File: src/rtl/demux_deserializer_if.sv
// Bundle of the serial input, parallel valid/ready output and status signals of demux_deserializer.
// The master side feeds bits and consumes words. The slave side is the deserializer itself.
interface demux_deserializer_if;
  logic       din;
  logic       din_valid;
  logic       start;
  logic [7:0] dout;
  logic       dout_valid;
  logic       dout_ready;
  logic [2:0] sel;
  logic       busy;
  logic       overrun;
  logic       frame_err;

  modport master (
    output din, din_valid, start, dout_ready,
    input  dout, dout_valid, sel, busy, overrun, frame_err
  );

  modport slave (
    input  din, din_valid, start, dout_ready,
    output dout, dout_valid, sel, busy, overrun, frame_err
  );
endinterface

File: src/rtl/demux_deserializer.sv
// Serial-to-parallel receiver: steers each qualified bit into its slot of an 8-bit word
// selected by a 3-bit index, then offers the finished word on a valid/ready port.
module demux_deserializer #(
  parameter int LSB_FIRST = 1
) (
  input logic                  clk,
  input logic                  rst_n,
  demux_deserializer_if.slave  bus
);

  typedef enum logic {IDLE, SHIFT} state_t;

  state_t     state_q, state_d;
  logic [7:0] shreg_q, shreg_d;
  logic [2:0] sel_q, sel_d;
  logic [7:0] dout_q, dout_d;
  logic       dout_valid_q, dout_valid_d;
  logic       overrun_q, overrun_d;
  logic       frame_err_q, frame_err_d;
  logic       complete;

  // Bit index k maps to slot k for LSB-first frames and to slot 7-k otherwise.
  function automatic logic [2:0] slot(input logic [2:0] k);
    return (LSB_FIRST != 0) ? k : 3'(3'd7 - k);
  endfunction

  always_comb begin
    // NOTE: every signal written here gets a default first, so no path can infer a latch.
    state_d      = state_q;
    shreg_d      = shreg_q;
    sel_d        = sel_q;
    dout_d       = dout_q;
    dout_valid_d = dout_valid_q;
    overrun_d    = overrun_q;
    frame_err_d  = frame_err_q;
    complete     = 1'b0;

    if (dout_valid_q && bus.dout_ready) begin
      dout_valid_d = 1'b0;
    end

    unique case (state_q)
      IDLE: begin
        if (bus.din_valid && bus.start) begin
          shreg_d[slot(3'd0)] = bus.din;
          sel_d               = 3'd1;
          state_d             = SHIFT;
        end
      end
      SHIFT: begin
        if (bus.din_valid) begin
          if (bus.start) begin
            // An early start abandons the partial word and restarts at bit 0.
            frame_err_d         = 1'b1;
            shreg_d             = '0;
            shreg_d[slot(3'd0)] = bus.din;
            sel_d               = 3'd1;
          end else begin
            shreg_d[slot(sel_q)] = bus.din;
            sel_d                = 3'(sel_q + 3'd1);
            if (sel_q == 3'd7) begin
              complete = 1'b1;
              state_d  = IDLE;
            end
          end
        end
      end
      default: state_d = IDLE;
    endcase

    // A finished word loads only into an empty or simultaneously drained output slot.
    if (complete) begin
      if (!dout_valid_q || bus.dout_ready) begin
        dout_d       = shreg_d;
        dout_valid_d = 1'b1;
      end else begin
        overrun_d = 1'b1;
      end
    end
  end

  always_ff @(posedge clk) begin
    // NOTE: sequential state uses non-blocking assignments so all registers update together.
    if (!rst_n) begin
      state_q      <= IDLE;
      shreg_q      <= '0;
      sel_q        <= '0;
      dout_q       <= '0;
      dout_valid_q <= 1'b0;
      overrun_q    <= 1'b0;
      frame_err_q  <= 1'b0;
    end else begin
      state_q      <= state_d;
      shreg_q      <= shreg_d;
      sel_q        <= sel_d;
      dout_q       <= dout_d;
      dout_valid_q <= dout_valid_d;
      overrun_q    <= overrun_d;
      frame_err_q  <= frame_err_d;
    end
  end

  assign bus.dout       = dout_q;
  assign bus.dout_valid = dout_valid_q;
  assign bus.sel        = sel_q;
  assign bus.busy       = (state_q == SHIFT);
  assign bus.overrun    = overrun_q;
  assign bus.frame_err  = frame_err_q;

endmodule
File: src/flat_wrapper.sv
// flat-port wrapper written by rule: the top's interface ports become plain ports
module demux_deserializer_flat 
#(
  parameter int LSB_FIRST = 1
)
  (clk, rst_n, bus_din, bus_din_valid, bus_start, bus_dout_ready, bus_dout, bus_dout_valid, bus_sel, bus_busy, bus_overrun, bus_frame_err);
  demux_deserializer_if bus_i ();
  input logic clk;
  input logic rst_n;
  input wire logic [$bits(bus_i.din)-1:0] bus_din;
  input wire logic [$bits(bus_i.din_valid)-1:0] bus_din_valid;
  input wire logic [$bits(bus_i.start)-1:0] bus_start;
  input wire logic [$bits(bus_i.dout_ready)-1:0] bus_dout_ready;
  output wire logic [$bits(bus_i.dout)-1:0] bus_dout;
  output wire logic [$bits(bus_i.dout_valid)-1:0] bus_dout_valid;
  output wire logic [$bits(bus_i.sel)-1:0] bus_sel;
  output wire logic [$bits(bus_i.busy)-1:0] bus_busy;
  output wire logic [$bits(bus_i.overrun)-1:0] bus_overrun;
  output wire logic [$bits(bus_i.frame_err)-1:0] bus_frame_err;
  assign bus_i.din = bus_din;
  assign bus_i.din_valid = bus_din_valid;
  assign bus_i.start = bus_start;
  assign bus_i.dout_ready = bus_dout_ready;
  assign bus_dout = bus_i.dout;
  assign bus_dout_valid = bus_i.dout_valid;
  assign bus_sel = bus_i.sel;
  assign bus_busy = bus_i.busy;
  assign bus_overrun = bus_i.overrun;
  assign bus_frame_err = bus_i.frame_err;
  demux_deserializer #(.LSB_FIRST(LSB_FIRST)) u_core (.clk(clk), .rst_n(rst_n), .bus(bus_i));
endmodule
File: config.mk
export PLATFORM = sky130hd
export DESIGN_NAME = demux_deserializer_flat
export DESIGN_NICKNAME = d
export VERILOG_FILES = /design/src/rtl/demux_deserializer_if.sv /design/src/rtl/demux_deserializer.sv /design/src/flat_wrapper.sv
export SDC_FILE = /design/constraint.sdc
export NUM_CORES = 1
export LEC_CHECK = 0
export ABC_AREA = 1
export ABC_CLOCK_PERIOD_IN_PS = 1250
export CAP_MARGIN = 20
export CORE_ASPECT_RATIO = 1.2
export CORE_MARGIN = 5
export CORE_UTILIZATION = 45
export DETAILED_ROUTE_END_ITERATION = 10
export GPL_TIMING_DRIVEN = 1
export PLACE_DENSITY_LB_ADDON = 0.2
export SLEW_MARGIN = 5
export SYNTH_ARGS = -nofsm -noshare
export SYNTH_HDL_FRONTEND = slang
export SYNTH_SLANG_ARGS = --single-unit
File: constraint.sdc
create_clock -name clk -period 1.25 [get_ports clk]
set_input_delay 0.125 -clock clk [delete_from_list [all_inputs] [get_ports clk]]
set_output_delay 0.125 -clock clk [all_outputs]
set_load 0.02 [all_outputs]
==> results.py <==
metrics = {
    "route": {
        "drcViolationCount": 0,
        "first_pass_iters": 4,
        "num_vias": 1074,
        "drt_iter0_markers": 38,
        "wl_mm": 2.70,
        "final_antenna_net_count": 0,
        "routedWlPerCell_um": 12.3,
        "vias_per_cell": 4.88,
    },
    "global_routing": {
        "grt_pass1_wl_mm": 4.73,
        "grt_pass1_vias": 1111,
        "grt.total_usage_pct": 17.8,
        "grt_start_max_net_pins": 13,
        "grt_overflow": 0,
        "grt_antenna_before_repair": 0,
    },
    "power": {
        "ir_drop_v": 0.000717,
        "p_leak_nw": 0.698,
        "power_frac_comb_pct": 11.5,
        "power.total_mw": 1.25,
        "power_frac_seq_pct": 60.0,
        "switching_power_uw": 323,
        "switching_share_pct": 25.9,
        "p_int_uw": 925,
        "clkPwrFrac_pct": 28.5,
        "power_density_mw_per_mm2": 855,
    },
    "placed_design": {
        "gp_congestion": 0.882,
        "hpwl_mm": 2.00,
        "port-buffer-count": 20,
    },
    "sta": {
        "fin_crit_sh_pct": 97.7,
        "setup_viol": 0,
        "hold_violations": 0,
        "slew_violations": 0,
        "min_period_ps": 1220,
        "fin_tns_setup_ps": 0,
        "rsz0062_at_grt": "yes",
        "fmax_mhz": 818,
        "slew_headroom_pct": 81.9,
        "tightest_slew_ps": 271,
        "final.setup_skew_ps": 7.35,
    },
    "yosys": {
        "synth-seq-cells": 23,
        "synthesis.yosys.warnings": 0,
        "syn_nets": 165,
        "ys_seq_area_share_pct": 41.8,
        "avgSynthCellArea_um2": 7.01,
        "synthCells": 157,
        "synth.distinct_cells": 19,
        "syn_area_mm2": 0.00110,
    },
    "min_path": {
        "holdCritStartpoint": "u_core.bus.frame_err$_SDFFE_PN0P_",
        "hp-class": "reg2reg",
    },
    "clocking": {
        "cts.sinks": 23,
        "clk_latency_ps": 320,
        "clockBufferDepth": 2,
        "postCtsSetupRepairBufs": 0,
        "cts-root-buf": "clkbuf_4",
        "numCtsBuffers": 3,
        "h-tree-depth": 1,
        "holdBufCountCts": 0,
        "cts.clk_slew.worst_paths_ps": 130,
        "cts_tree": "built",
    },
    "worst_setup_path": {
        "cp_max_fo": 8,
        "end_kind": "flip-flop",
        "r2r_start": "u_core.bus.sel[0]$_SDFFE_PN0P_",
        "crit_start": "u_core.bus.sel[0]$_SDFFE_PN0P_",
        "cp-start-kind": "flip-flop",
        "critPathKind": "reg2reg",
        "worstPathArrival_ps": 1450,
        "crit_required_ps": 1480,
    },
    "floorplan": {
        "die_h_um": 64.2,
        "ios": 21,
        "core-area_mm2": 0.00233,
        "start_util_pct": 47.3,
        "die_area_mm2": 0.00354,
        "dieWidth_um": 55.2,
        "rows": 19,
    },
    "cells_and_area": {
        "antenna_cells": 0,
        "fin_util_pct": 62.7,
        "finalNetCount": 198,
        "area_delta_synth_final_pct": 32.6,
        "drive_gt1_share_pct": 18.0,
    },
    "status": {
        "outcome": "completed",
    },
    "run": {
        "cap_violations": 0,
    },
}
==> kinds of logic (layout without fill, tap and decap cells) <==
logic type / Yosys count / after routing / share of synthesized area, %
simple gates: 71 / 72 / 29.7
compound gates: 26 / 26 / 13.4
flops: 23 / 23 / 41.8
buf+inv: 35 / 66 / 12.8
fa+ha+maj: 2 / 2 / 2.27
==> what timing repair did <==
item                       CTS  global route
cloned                       1             0
setup endpoints to repair   22            17
resized for setup           20            14
pin swaps                    1             2
==> per-stage QoR <==
stage	hold slack [ps]	std cells	setup slack [ps]	area, µm²
after detailed placement	450	215	-206	1420
after floorplan	235	157	38.4	1100
after CTS	465	220	5.05	1450
after global placement	444	215	-175	1420
after global routing	480	220	-23.6	1460
final	460	220	28.2	1460
==> critical path, stage by stage, from the launching register on <==
cell     delay, ps
dfxtp_2        350
ha_2           190
ha_4           160
nand3_4        130
inv_8          110
nand3_1         80
nand2_1         60
inv_1           30
==> registers in the layout, indices dropped and copies added, names as in the netlist <==
signal	count
u_core.bus.sel	3
u_core.bus.frame_err	1
u_core.bus.dout_valid	1
u_core.shreg_q	8
u_core.bus.busy	1
u_core.bus.dout	8
u_core.bus.overrun	1
==> path summary, 6_finish.rpt <==
kind	to	slack, ps	cells past startpoint
hold reg to reg	u_core.bus.frame_err$_SDFFE_PN0P_	460	2
setup reg to reg	u_core.bus.dout[3]$_SDFFE_PN0P_	30	7
hold / removal	u_core.bus.frame_err$_SDFFE_PN0P_	460	2
setup / recovery	u_core.bus.dout[3]$_SDFFE_PN0P_	30	7
==> layout make-up <==
class | count | area [µm²]
well taps | 31 | 38.8
fillers | 232 | 870
flip-flops and latches | 23 | 468
inverters | 31 | 124
multi-input cells | 100 | 534
repair buffers | 31 | 269
clock buffers | 4 | 26.3
==> Yosys cell counts <==
| library cell | count | area [µm²] |
|---|---|---|
| nand4_1 | 3 | 18.8 |
| nor2_8 | 1 | 20.0 |
| a21oi_1 | 15 | 75.1 |
| nand3_1 | 12 | 60.1 |
| inv_2 | 1 | 3.75 |
| inv_1 | 28 | 105 |
| o21ai_0 | 5 | 25.0 |
| o31ai_1 | 1 | 7.51 |
| o21bai_1 | 3 | 22.5 |
| clkinv_1 | 1 | 3.75 |
| clkinv_4 | 1 | 8.76 |
| a21oi_2 | 2 | 17.5 |
| nand2_1 | 42 | 158 |
| dfxtp_1 | 23 | 460 |
| nand3_4 | 1 | 17.5 |
| nor2_1 | 11 | 41.3 |
| nand2_4 | 1 | 11.3 |
| ha_1 | 2 | 25.0 |
| buf_2 | 4 | 20.0 |
==> per-layer routing <==
metal	up-vias	GRT usage, %	wire, µm
met1	472	22.0	1160
li1	557	-	-
met5	-	0	0
met3	11	3.49	136
met2	34	28.1	1330
met4	0	9.42	71
==> power groups by stage <==
stage / sequential (mW) / combinational (mW) / clock (mW)
2_1_floorplan: 0.774 / 0.0624 / 0
3_3_place_gp: 0.766 / 0.140 / 0
3_5_place_dp: 0.767 / 0.143 / 0
4_1_cts: 0.750 / 0.141 / 0.359
5_1_grt: 0.751 / 0.159 / 0.404
6_report: 0.749 / 0.144 / 0.356
==> cells in the final DEF, fill, tap and decap left out, types with 5 or more instances in the layout <==
cell             instances
clkdlybuf4s50_1          5
dfxtp_1                 19
dlygate4sd2_1           13
nand2_1                 42
inv_1                   27
a21oi_1                 14
nand3_1                 12
buf_4                   10
nor2_1                  10
Note: power is estimated with default switching activity, not from simulation.
